==> src/rtl/series_pkg.sv <==
// ---------------------------------------------------------------------------
// series_pkg: shared state encoding, control bundle and decode. Rev 1.0
// ---------------------------------------------------------------------------
`default_nettype none

package series_pkg;

  localparam int DEFAULT_TERM_LIMIT = 16;
  localparam int DEFAULT_ITER_W     = 8;

  localparam logic [2:0] IDLE  = 3'd0;
  localparam logic [2:0] LOAD  = 3'd1;
  localparam logic [2:0] MULX  = 3'd2;
  localparam logic [2:0] MULC  = 3'd3;
  localparam logic [2:0] ACC   = 3'd4;
  localparam logic [2:0] DONE  = 3'd5;
  localparam logic [2:0] ABORT = 3'd6;

  typedef enum logic [2:0] {
    S_IDLE  = IDLE,
    S_LOAD  = LOAD,
    S_MULX  = MULX,
    S_MULC  = MULC,
    S_ACC   = ACC,
    S_DONE  = DONE,
    S_ABORT = ABORT
  } state_t;

  typedef struct packed {
    logic zx;
    logic initx;
    logic ldx;
    logic zt;
    logic initt;
    logic ldt;
    logic zr;
    logic initr;
    logic ldr;
    logic zc;
    logic ldc;
    logic enc;
    logic s0;
    logic busy;
    logic done;
  } ctrl_t;

  // Pure Moore decode; any code outside the enum yields an all-zero bundle.
  function automatic ctrl_t decode(state_t s);
    ctrl_t c;
    c = '0;
    case (s)
      S_LOAD: begin
        c.ldx   = 1'b1;
        c.initt = 1'b1;
        c.initr = 1'b1;
        c.zc    = 1'b1;
        c.busy  = 1'b1;
      end
      S_MULX: begin
        c.s0   = 1'b0;
        c.ldt  = 1'b1;
        c.busy = 1'b1;
      end
      S_MULC: begin
        c.s0   = 1'b1;
        c.ldt  = 1'b1;
        c.busy = 1'b1;
      end
      S_ACC: begin
        c.ldr  = 1'b1;
        c.enc  = 1'b1;
        c.busy = 1'b1;
      end
      S_DONE: begin
        c.done = 1'b1;
        c.busy = 1'b1;
      end
      S_ABORT: begin
        c.zx   = 1'b1;
        c.zt   = 1'b1;
        c.zr   = 1'b1;
        c.zc   = 1'b1;
        c.busy = 1'b1;
      end
      default: c = '0;
    endcase
    return c;
  endfunction

endpackage

`default_nettype wire

==> src/rtl/iter_watchdog.sv <==
// ---------------------------------------------------------------------------
// iter_watchdog: ACC iteration counter with terminal-limit flag. Rev 1.0
// ---------------------------------------------------------------------------
`default_nettype none

module iter_watchdog
  import series_pkg::*;
#(
  parameter int TERM_LIMIT = DEFAULT_TERM_LIMIT,
  parameter int ITER_W     = DEFAULT_ITER_W
) (
  input  logic clk,
  input  logic rst,
  input  logic clr,
  input  logic inc,
  output logic limit_hit
);

  localparam logic [ITER_W-1:0] ONE  = ITER_W'(1);
  // count + 1 == TERM_LIMIT is the same as count == TERM_LIMIT - 1 without widening.
  localparam logic [ITER_W-1:0] LAST = ITER_W'(TERM_LIMIT - 1);

  logic [ITER_W-1:0] count;

  always_ff @(posedge clk) begin
    if (rst || clr) begin
      count <= '0;
    end else if (inc) begin
      count <= count + ONE;
    end
  end

  assign limit_hit = (count == LAST);

endmodule

`default_nettype wire

==> src/rtl/series_controller.sv <==
// ---------------------------------------------------------------------------
// series_controller: Moore sequencer for the series-evaluation datapath. Rev 1.0
// ---------------------------------------------------------------------------
`default_nettype none

module series_controller
  import series_pkg::*;
#(
  parameter int TERM_LIMIT = DEFAULT_TERM_LIMIT,
  parameter int ITER_W     = DEFAULT_ITER_W
) (
  input  logic clk,
  input  logic rst,
  input  logic start,
  input  logic co,
  output logic zx,
  output logic initx,
  output logic ldx,
  output logic zt,
  output logic initt,
  output logic ldt,
  output logic zr,
  output logic initr,
  output logic ldr,
  output logic zc,
  output logic ldc,
  output logic enc,
  output logic s0,
  output logic busy,
  output logic done,
  output logic err
);

  state_t state;
  ctrl_t  ctrl;
  logic   limit_hit;
  logic   wd_clr;
  logic   wd_inc;

  assign wd_clr = (state == S_LOAD);
  assign wd_inc = (state == S_ACC);

  iter_watchdog #(
    .TERM_LIMIT (TERM_LIMIT),
    .ITER_W     (ITER_W)
  ) u_watchdog (
    .clk       (clk),
    .rst       (rst),
    .clr       (wd_clr),
    .inc       (wd_inc),
    .limit_hit (limit_hit)
  );

  always_ff @(posedge clk) begin
    if (rst) begin
      state <= S_IDLE;
      err   <= 1'b0;
    end else begin
      case (state)
        S_IDLE: begin
          if (start) begin
            state <= S_LOAD;
            err   <= 1'b0;
          end
        end
        S_LOAD: state <= S_MULX;
        S_MULX: state <= S_MULC;
        S_MULC: state <= S_ACC;
        S_ACC: begin
          // Terminal count wins over the watchdog when both land together.
          if (co) begin
            state <= S_DONE;
          end else if (limit_hit) begin
            state <= S_ABORT;
          end else begin
            state <= S_MULX;
          end
        end
        S_DONE: state <= S_IDLE;
        S_ABORT: begin
          state <= S_IDLE;
          err   <= 1'b1;
        end
        default: state <= S_IDLE;
      endcase
    end
  end

  assign ctrl  = decode(state);
  assign zx    = ctrl.zx;
  assign initx = ctrl.initx;
  assign ldx   = ctrl.ldx;
  assign zt    = ctrl.zt;
  assign initt = ctrl.initt;
  assign ldt   = ctrl.ldt;
  assign zr    = ctrl.zr;
  assign initr = ctrl.initr;
  assign ldr   = ctrl.ldr;
  assign zc    = ctrl.zc;
  assign ldc   = ctrl.ldc;
  assign enc   = ctrl.enc;
  assign s0    = ctrl.s0;
  assign busy  = ctrl.busy;
  assign done  = ctrl.done;

endmodule

`default_nettype wire

==> config.mk <==
export PLATFORM = sky130hd
export DESIGN_NAME = series_controller
export DESIGN_NICKNAME = d
export VERILOG_FILES = /design/src/rtl/series_pkg.sv /design/src/rtl/iter_watchdog.sv /design/src/rtl/series_controller.sv
export SDC_FILE = /design/constraint.sdc
export NUM_CORES = 1
export LEC_CHECK = 0
export ABC_AREA = 1
export BUFFER_PORTS_ARGS = -buffer_cell sky130_fd_sc_hd__clkbuf_2
export CORE_MARGIN = 5
export CORE_UTILIZATION = 39
export CTS_CLUSTER_DIAMETER = 50
export DETAILED_ROUTE_END_ITERATION = 7
export PLACE_DENSITY = 0.65
export SYNTH_ARGS = -nofsm -noshare
export SYNTH_HDL_FRONTEND = slang
export SYNTH_SLANG_ARGS = --single-unit
==> constraint.sdc <==
create_clock -name clk -period 2.05 [get_ports clk]
set_input_delay 0.1025 -clock clk [delete_from_list [all_inputs] [get_ports clk]]
set_output_delay 0.1025 -clock clk [all_outputs]
set_load 0.01 [all_outputs]
* After elaboration in Yosys (flattened, before gate mapping) *
Index checks and enable logic that the tools add are counted.

storage, ports and cells
  bits of input ports = 4
  flip-flop bits (word level) = 12
  output and inout bits = 16
  logic and storage cells = 33

cells by class
  add/subtract/negate cells = 1
  muxes and demuxes = 14
  reductions and logical operators = 7
  eq/ne operators = 8

operators by type and width
  cell                 count
  $pmux 3 s5           1
  $eq 3x3->1 const B   3
  $mux 1               9
  $mux 3               3
  $add 8x1->8 const B  1
  $eq 8x4->1 const B   1
  $eq 3x2->1 const B   2
  $reduce_or 6->1      1
  $reduce_or 2->1      2
  $eq 3x1->1 const B   1
  $logic_not 3->1      1
  $ne 2x2->1 const B   1
  $pmux 1 s2           1
  $reduce_and 2->1     1
  $reduce_bool 2->1    1
  $logic_or 1x1->1     1

* Depth between registers and ports, before layout *
Gate-level depths: netlist of run 1.

  word-level depth = 4
  gate-level depth with buffers = 7
  gate-level depth less buffers = 7

* Cells and area by module *
From an unflattened synthesis of run 1, not the netlist that was laid out.

unflattened totals
  cell total of the unflattened synthesis = 96
  area, all modules = 654.4 um2

by module, submodules not included
  module             cells an instance  sequential area each (um2)  instances  area an instance (um2)
  iter_watchdog      52                 160.2                       1          371.6
  series_controller  44                 80.1                        1          282.8

* Worst setup path after synthesis of run 1 *
Ideal clock, no wire load.

  path kind = register -> register
  from = register state[1]
  to = register state[2]
  required time = 1.929 ns
  path slack = 0.988 ns
  arrival = 0.941 ns
  setup time = 0.121 ns
  clock period less this slack = 1.062 ns
  buffers on the path = 0
  stages on the path, launching flop included = 8
  path through = dfxtp_1 nor2_4 nand2_4 inv_2 nand2_1 nand2_1 a21oi_1 nor2_1

on the way
  cells in the longest elaborated chain, start to end = 2
  elaborated cells on any way between the ends = 7
  classes of those cells = eq/ne (5); mux (1); reduce/logical (1)

ends and longest elaborated chain
  element                                   RTL line                 text
  start: declaration                        series_controller.sv:34  state_t state;
  start signal: assignment                  series_controller.sv:56  state <= S_IDLE;
  start signal: assignment                  series_controller.sv:62  state <= S_LOAD;
  start signal: assignment                  series_controller.sv:66  S_LOAD: state <= S_MULX;
  $eq 3x3->1, or another cell as far along  series_controller.sv:59  case (state)
  $pmux 3 s5 or $ne 2x2->1 (tied branches)  --

Parallel ways exist; a longest one is shown, timed or not.
A chain may end at the register's enable or synchronous reset.

* Worst setup path in the final report of run 1 *
  from = register state[2]
  to = output port initt

on the way
  cells in the longest elaborated chain, start to end = 2

ends and longest elaborated chain
  element           RTL line                 text
  $eq 3x1->1        series_pkg.sv:51         case (s)
  $mux 1            series_pkg.sv:51
  end: declaration  series_controller.sv:20  output logic initt,

Every way passes these cells.

==> flow_summary.json, run 1 <==
{
  "fmax_ghz": 0.772,
  "fin_util_pct": 46.4,
  "clk_latency_ps": 270,
  "post_drt_wl_per_cell_um": 9.39,
  "p_seq_share_pct": 51.0,
  "postCtsSetupBuffers": 0,
  "async_reset_ff_share_pct": 0,
  "hold_class": "in2reg",
  "tritoncts": "done",
  "gp_congestion": 0.708,
  "intPower_mw": 0.344,
  "syn_area_per_cell_um2": 7.12,
  "cts_made_buffers": 3,
  "fin_ws_ps": 755,
  "dieArea_um2": 2780,
  "grt_pass1_vias": 493,
  "slowest_delay_ps": 470,
  "syn_area_um2": 712,
  "path_cells": "inv_2 -> nand3_2 -> inv_1 -> clkbuf_2",
  "skew_ps": 3.64,
  "die_w_um": 52.7,
  "drive_gt1_share_pct": 28.1,
  "critPathLaunchType": "flip-flop",
  "via_per_inst": 4.50,
  "final-setup-viol-count": 0,
  "sw_frac_of_total_pct": 30.3,
  "portBuffers": 17,
  "fin_nets": 121,
  "cts.sink_count": 12,
  "area_delta_synth_final_pct": 12.7,
  "num_vias": 625,
  "drcViolationCount": 0,
  "ir_worst_vdd_v": 0.000341,
  "share_comb_of_total_power_pct": 20.2,
  "synth-seq-area-share_pct": 33.7,
  "postRouteWirelength_um": 1310,
  "drt_iter0_markers": 12,
  "ys_top_cells_by_area": "dfxtp_1, nand2_1, buf_4",
  "core_um2": 1730,
  "ys.warnings.count": 0,
  "grt_overflow": 0,
  "synthTopCellsByCount": "nand2_1, inv_1, dfxtp_1",
  "placed_cell_area_um2": 779,
  "power_leakage_nw": 0.437,
  "cp.arrival_ps": 1190,
  "place_ws_ps": 843,
  "path_clk_slew_ps": 70,
  "htreeDepth": 1,
  "synth-seq-cells": 12,
  "rows": 15,
  "outcome": "completed",
  "cp_max_fo": 8,
  "finalPower_mw": 0.493,
  "cp_slowest_cell": "dfxtp_1",
  "rsz0062_at_grt": "no",
  "hold_viol": 0,
  "p_per_area_nw_per_um2": 615,
  "tns_ps": 0,
  "start_util_pct": 41.2,
  "finalCritPeriodShare_pct": 63.2,
  "synthCells": 100,
  "path_class": "reg2out",
  "cts_buffer_depth": 2,
  "dr.pass1.iters": 4,
  "maxCapViolCount": 0,
  "antenna_found_initial": 0,
  "ant_nets": 0,
  "maxSlewViolCount": 0,
  "root_buffer": "clkbuf_4",
  "power.switching_mw": 0.149,
  "synth_top_area_share_pct": 33.7,
  "grt_usage_pct": 9.64,
  "grt_pass1_wl_um": 1980,
  "synth_area_leader_cell": "dfxtp_1",
  "stdcell_area_um2": 802,
  "num_io_pins": 20,
  "cts_resized": 0,
  "clock_power_share_pct": 28.8,
  "hpwl_um": 1060,
  "die_y_um": 52.7,
  "synth_top_flop_cell": "dfxtp_1",
  "ctsHoldBuffers": 0,
  "insertedDiodeCount": 0,
  "yosysUniqueCellTypes": 25,
  "grt_max_degree": 9,
  "endpoint_kind": "primary output",
  "worstPathRequired_ps": 1950,
  "synth_edf_count": 0,
  "period_needed_ps": 1300,
  "yosysMostFrequentCell": "nand2_1"
}
==> placed cells by master, fill, tap and decap left out <==
cell type,instances
a21oi_1,7
a21oi_2,1
a31oi_1,1
clkbuf_2,17
clkbuf_4,3
clkinv_2,1
conb_1,2
dfxtp_1,12
ha_1,1
inv_1,13
inv_2,2
nand2_1,20
nand2_2,1
nand2_4,1
nand3_1,8
nand3_2,3
nand4_1,1
nor2_1,10
nor2_4,2
nor2_8,1
nor3_1,1
nor3b_1,1
o21ai_0,1
o21ai_1,2
or2_1,1
xor2_1,1
==> registers in the layout, indices dropped and copies added (netlist names) <==
name and cells:
state 3, u_watchdog.count 8, err 1
==> cell families (layout without fill, tap and decap cells) <==
group	count (synthesis)	count (layout)	synth area share (%)
buf+inv	23	36	16.0
fa+ha+maj	1	1	1.76
flops	12	12	33.7
compound gates	12	12	9.14
simple gates	50	50	37.6
xor+xnor	1	1	1.23
other cells	1	2	0.527
==> metal layers <==
metal	vias up	part of all wire (%)	GRT usage [%]	wire (um)
met1	264	47	11.2	618
met2	20	43	15.7	555
met3	4	8.3	2.85	108
met5	-	0	0	0
li1	337	-	-	-
met4	0	1.8	5.11	24
==> worst max-delay path: cells and delay by family (launching register included) <==
kind,cells,cell delay [ps]
flops,1,470
buf+inv,3,330
simple gates,1,130
==> power by group through the flow <==
stage          combinational (mW)  sequential, mW  clock (mW)
6_report                   0.0996           0.251       0.142
2_1_floorplan              0.0785           0.255           0
5_1_grt                     0.110           0.253       0.155
3_5_place_dp                0.101           0.257           0
4_1_cts                     0.101           0.251       0.149
3_3_place_gp               0.0998           0.256           0
==> through the flow <==
stage	std cells	hold WS, ps
CTS	139	29.5
detailed placement	136	323
global route	139	33.0
floorplan	101	172
global placement	136	327
finish	139	35.3
==> worst paths after layout <==
| kind | startpoint | cells past startpoint | slack, ps | endpoint |
|---|---|---|---|---|
| max | state[2] | 4 | 750 | initt |
| min | rst | 2 | 40 | err |
| max reg2reg | state[1] | 7 | 850 | state[2] |
| min reg2reg | err | 2 | 460 | err |
==> area by class of cell <==
| cell class | count | area, um^2 |
|---|---|---|
| tap | 25 | 31.3 |
| fill | 179 | 925 |
| sequential | 12 | 240 |
| inverter | 16 | 61.3 |
| multi-input combinational | 66 | 362 |
| timing repair buffer | 17 | 85.1 |
| clock buffer | 3 | 22.5 |
No activity file was read; power rests on OpenSTA's default activity.
==> run 2: changes to the inputs <==
--- a/config.mk
+++ b/config.mk
@@ -5,13 +5,13 @@
 export SDC_FILE = /design/constraint.sdc
 export NUM_CORES = 1
 export LEC_CHECK = 0
-export ABC_AREA = 1
+export ABC_AREA = 0
 export BUFFER_PORTS_ARGS = -buffer_cell sky130_fd_sc_hd__clkbuf_2
 export CORE_MARGIN = 5
 export CORE_UTILIZATION = 39
 export CTS_CLUSTER_DIAMETER = 50
 export DETAILED_ROUTE_END_ITERATION = 7
-export PLACE_DENSITY = 0.65
+export PLACE_DENSITY = 0.67
 export SYNTH_ARGS = -nofsm -noshare
 export SYNTH_HDL_FRONTEND = slang
 export SYNTH_SLANG_ARGS = --single-unit
==> constraint.sdc (replaced) <==
create_clock -name clk -period 1.1 [get_ports clk]
set_input_delay 0.055 -clock clk [delete_from_list [all_inputs] [get_ports clk]]
set_output_delay 0.055 -clock clk [all_outputs]
set_load 0.01 [all_outputs]
==> run 2 against run 1 <==
  * The run now ends with setup timing left
  * Sequential power is 83% higher
  * Clock power increased by 92%
  * Synthesized area down 2.5%
  * Synthesized cell count decreased by 16%
==> flow_summary.json, run 2 <==
{
  "outcome": "finished, violations left",
  "failed_checks": "setup timing",
  "dr.pass1.iters": 4,
  "rsz0062_at_grt": "yes",
  "ys.warnings.count": 0,
  "power_leakage_nw": 0.565,
  "cts_made_buffers": 3,
  "worstPathRequired_ps": 1040,
  "place_ws_ps": -228,
  "top_register": "u_watchdog.count",
  "async_reset_ff_share_pct": 0,
  "die_y_um": 52.2,
  "cp_max_fo": 5,
  "num_io_pins": 20,
  "post_drt_wl_per_cell_um": 15.6,
  "stdcell_area_um2": 1290,
  "hpwl_um": 1370,
  "synth-seq-cells": 12,
  "postRouteWirelength_um": 2490,
  "clk_latency_ps": 280,
  "tritoncts": "done",
  "core_um2": 1710,
  "synth_top_area_share_pct": 34.6,
  "via_per_inst": 5.29,
  "placed_cell_area_um2": 972,
  "critPathLaunchType": "flip-flop",
  "syn_area_um2": 694,
  "dp_cells": 140,
  "maxSlewViolCount": 0,
  "insertedDiodeCount": 0,
  "drcViolationCount": 0,
  "synth-seq-area-share_pct": 34.6,
  "yosysUniqueCellTypes": 31,
  "root_buffer": "clkbuf_4",
  "synth_area_leader_cell": "dfxtp_1",
  "antenna_found_initial": 0,
  "rows": 15,
  "ir_worst_vdd_v": 0.000665,
  "grt_usage_pct": 21.0,
  "final-setup-viol-count": 25,
  "htreeDepth": 1,
  "drt_iter0_markers": 6,
  "layout_common_cells": "buf_4, buf_6, a21oi_1, dfxtp_1",
  "hold_viol": 0,
  "cts.sink_count": 12,
  "tns_ps": -7170,
  "grt_pass1_wl_um": 4010,
  "path_clk_slew_ps": 80,
  "grt_pass1_vias": 856,
  "maxCapViolCount": 0,
  "cp.arrival_ps": 1450,
  "gp_congestion": 0.784,
  "synthCells": 84,
  "layout_commonest_cell": "buf_4",
  "num_vias": 841,
  "synth_top_flop_cell": "dfxtp_1",
  "fin_util_pct": 75.5,
  "hold_class": "in2reg",
  "fin_ws_ps": -401,
  "stdcell_count": 159,
  "yosysMostFrequentCell": "dfxtp_1",
  "grt_overflow": 0,
  "fmax_ghz": 0.666,
  "finalPower_mw": 1.23,
  "largest_reg_flops": 8,
  "dieArea_um2": 2720,
  "start_util_pct": 40.7,
  "ys_top_cells_by_area": "dfxtp_1, buf_4, a21oi_1",
  "skew_ps": 8.74,
  "largestRegisters": "u_watchdog.count x8, state x3, err x1",
  "synth_edf_count": 0,
  "cts_buffer_depth": 2,
  "die_w_um": 52.2,
  "synthTopCellsByCount": "dfxtp_1, a21oi_1, buf_4",
  "period_needed_ps": 1500,
  "finalCritPeriodShare_pct": 136,
  "endpoint_kind": "primary output",
  "path_class": "reg2out",
  "holdWs_ps": 130,
  "area_delta_synth_final_pct": 85.6,
  "p_per_area_nw_per_um2": 951,
  "syn_area_per_cell_um2": 8.27,
  "fin_nets": 141,
  "portBuffers": 17,
  "drive_gt1_share_pct": 64.2,
  "ant_nets": 0,
  "grt_max_degree": 9
}
[run 2: cell count changes after synthesis, moves of 4 or more]
cell / previous run / this run
inv_1: 13 / 2
or3_1: 0 / 5
nand3_1: 8 / 0
nor2_1: 10 / 6
o21ai_0: 1 / 6
nand2_1: 20 / 4
[run 2: final cells by class]
cell class / count / area (um^2)
Timing Repair Buffer: 58 / 520
Fill cell: 110 / 419
Multi-Input combinational cell: 59 / 460
Inverter: 2 / 7.51
Tap cell: 25 / 31.3
Clock buffer: 3 / 22.5
Sequential cell: 12 / 246
[run 2: per-layer routing]
layer  vias to the layer above  share of wire, %  global-route usage, %
met1                       395                35                   19.3
li1                        394                 -                      -
met5                         -                 0                      0
met4                         0               6.3                   16.2
met2                        36                54                   40.0
met3                        16               4.9                   3.70
[run 2: worst max-delay path, stage by stage (launching register included)]
cell and delay [ps]:
dfxtp_2 360, buf_6 120, or3b_4 380, buf_6 130
o21ai_2 40, buf_2 140
[run 2: power by group]
| part | internal, mW | total, mW | switching (mW) |
|---|---|---|---|
| Sequential | 0.448 | 0.460 | 0.0113 |
| Combinational | 0.280 | 0.493 | 0.214 |
| Clock | 0.127 | 0.272 | 0.146 |
[run 2: repair_timing]
item | in CTS | in global routing
endpoints found under the setup margin | 25 | 25
buffers inserted | 12 | 2
hold endpoints to repair | 1 | 0
pin swaps | 11 | 5
resized for setup | 31 | 24
gates cloned | 1 | 0
hold buffers | 1 | 0
[run 2: worst paths after layout]
| kind | start | end | slack (ps) | depth (start not counted) |
|---|---|---|---|---|
| max | state[0] | zc | -400 | 5 |
| min | co | state[0] | 130 | 3 |
| max reg2reg | state[1] | state[0] | -390 | 6 |
| min reg2reg | u_watchdog.count[5] | u_watchdog.count[5] | 540 | 2 |
[run 2: cells by family (layout without fill, tap and decap cells)]
logic type | Yosys count | count (layout) | share of synthesized area [%]
AND/OR/NAND/NOR | 33 | 33 | 31.0
AO/OA/AOI/OAI | 20 | 20 | 16.4
buffers and inverters | 14 | 63 | 11.7
flip-flops | 12 | 12 | 34.6
XOR/XNOR | 2 | 2 | 2.52
adder cells (fa/ha/maj) | 1 | 1 | 1.80
other | 1 | 2 | 0.540
multiplexers | 1 | 1 | 1.44
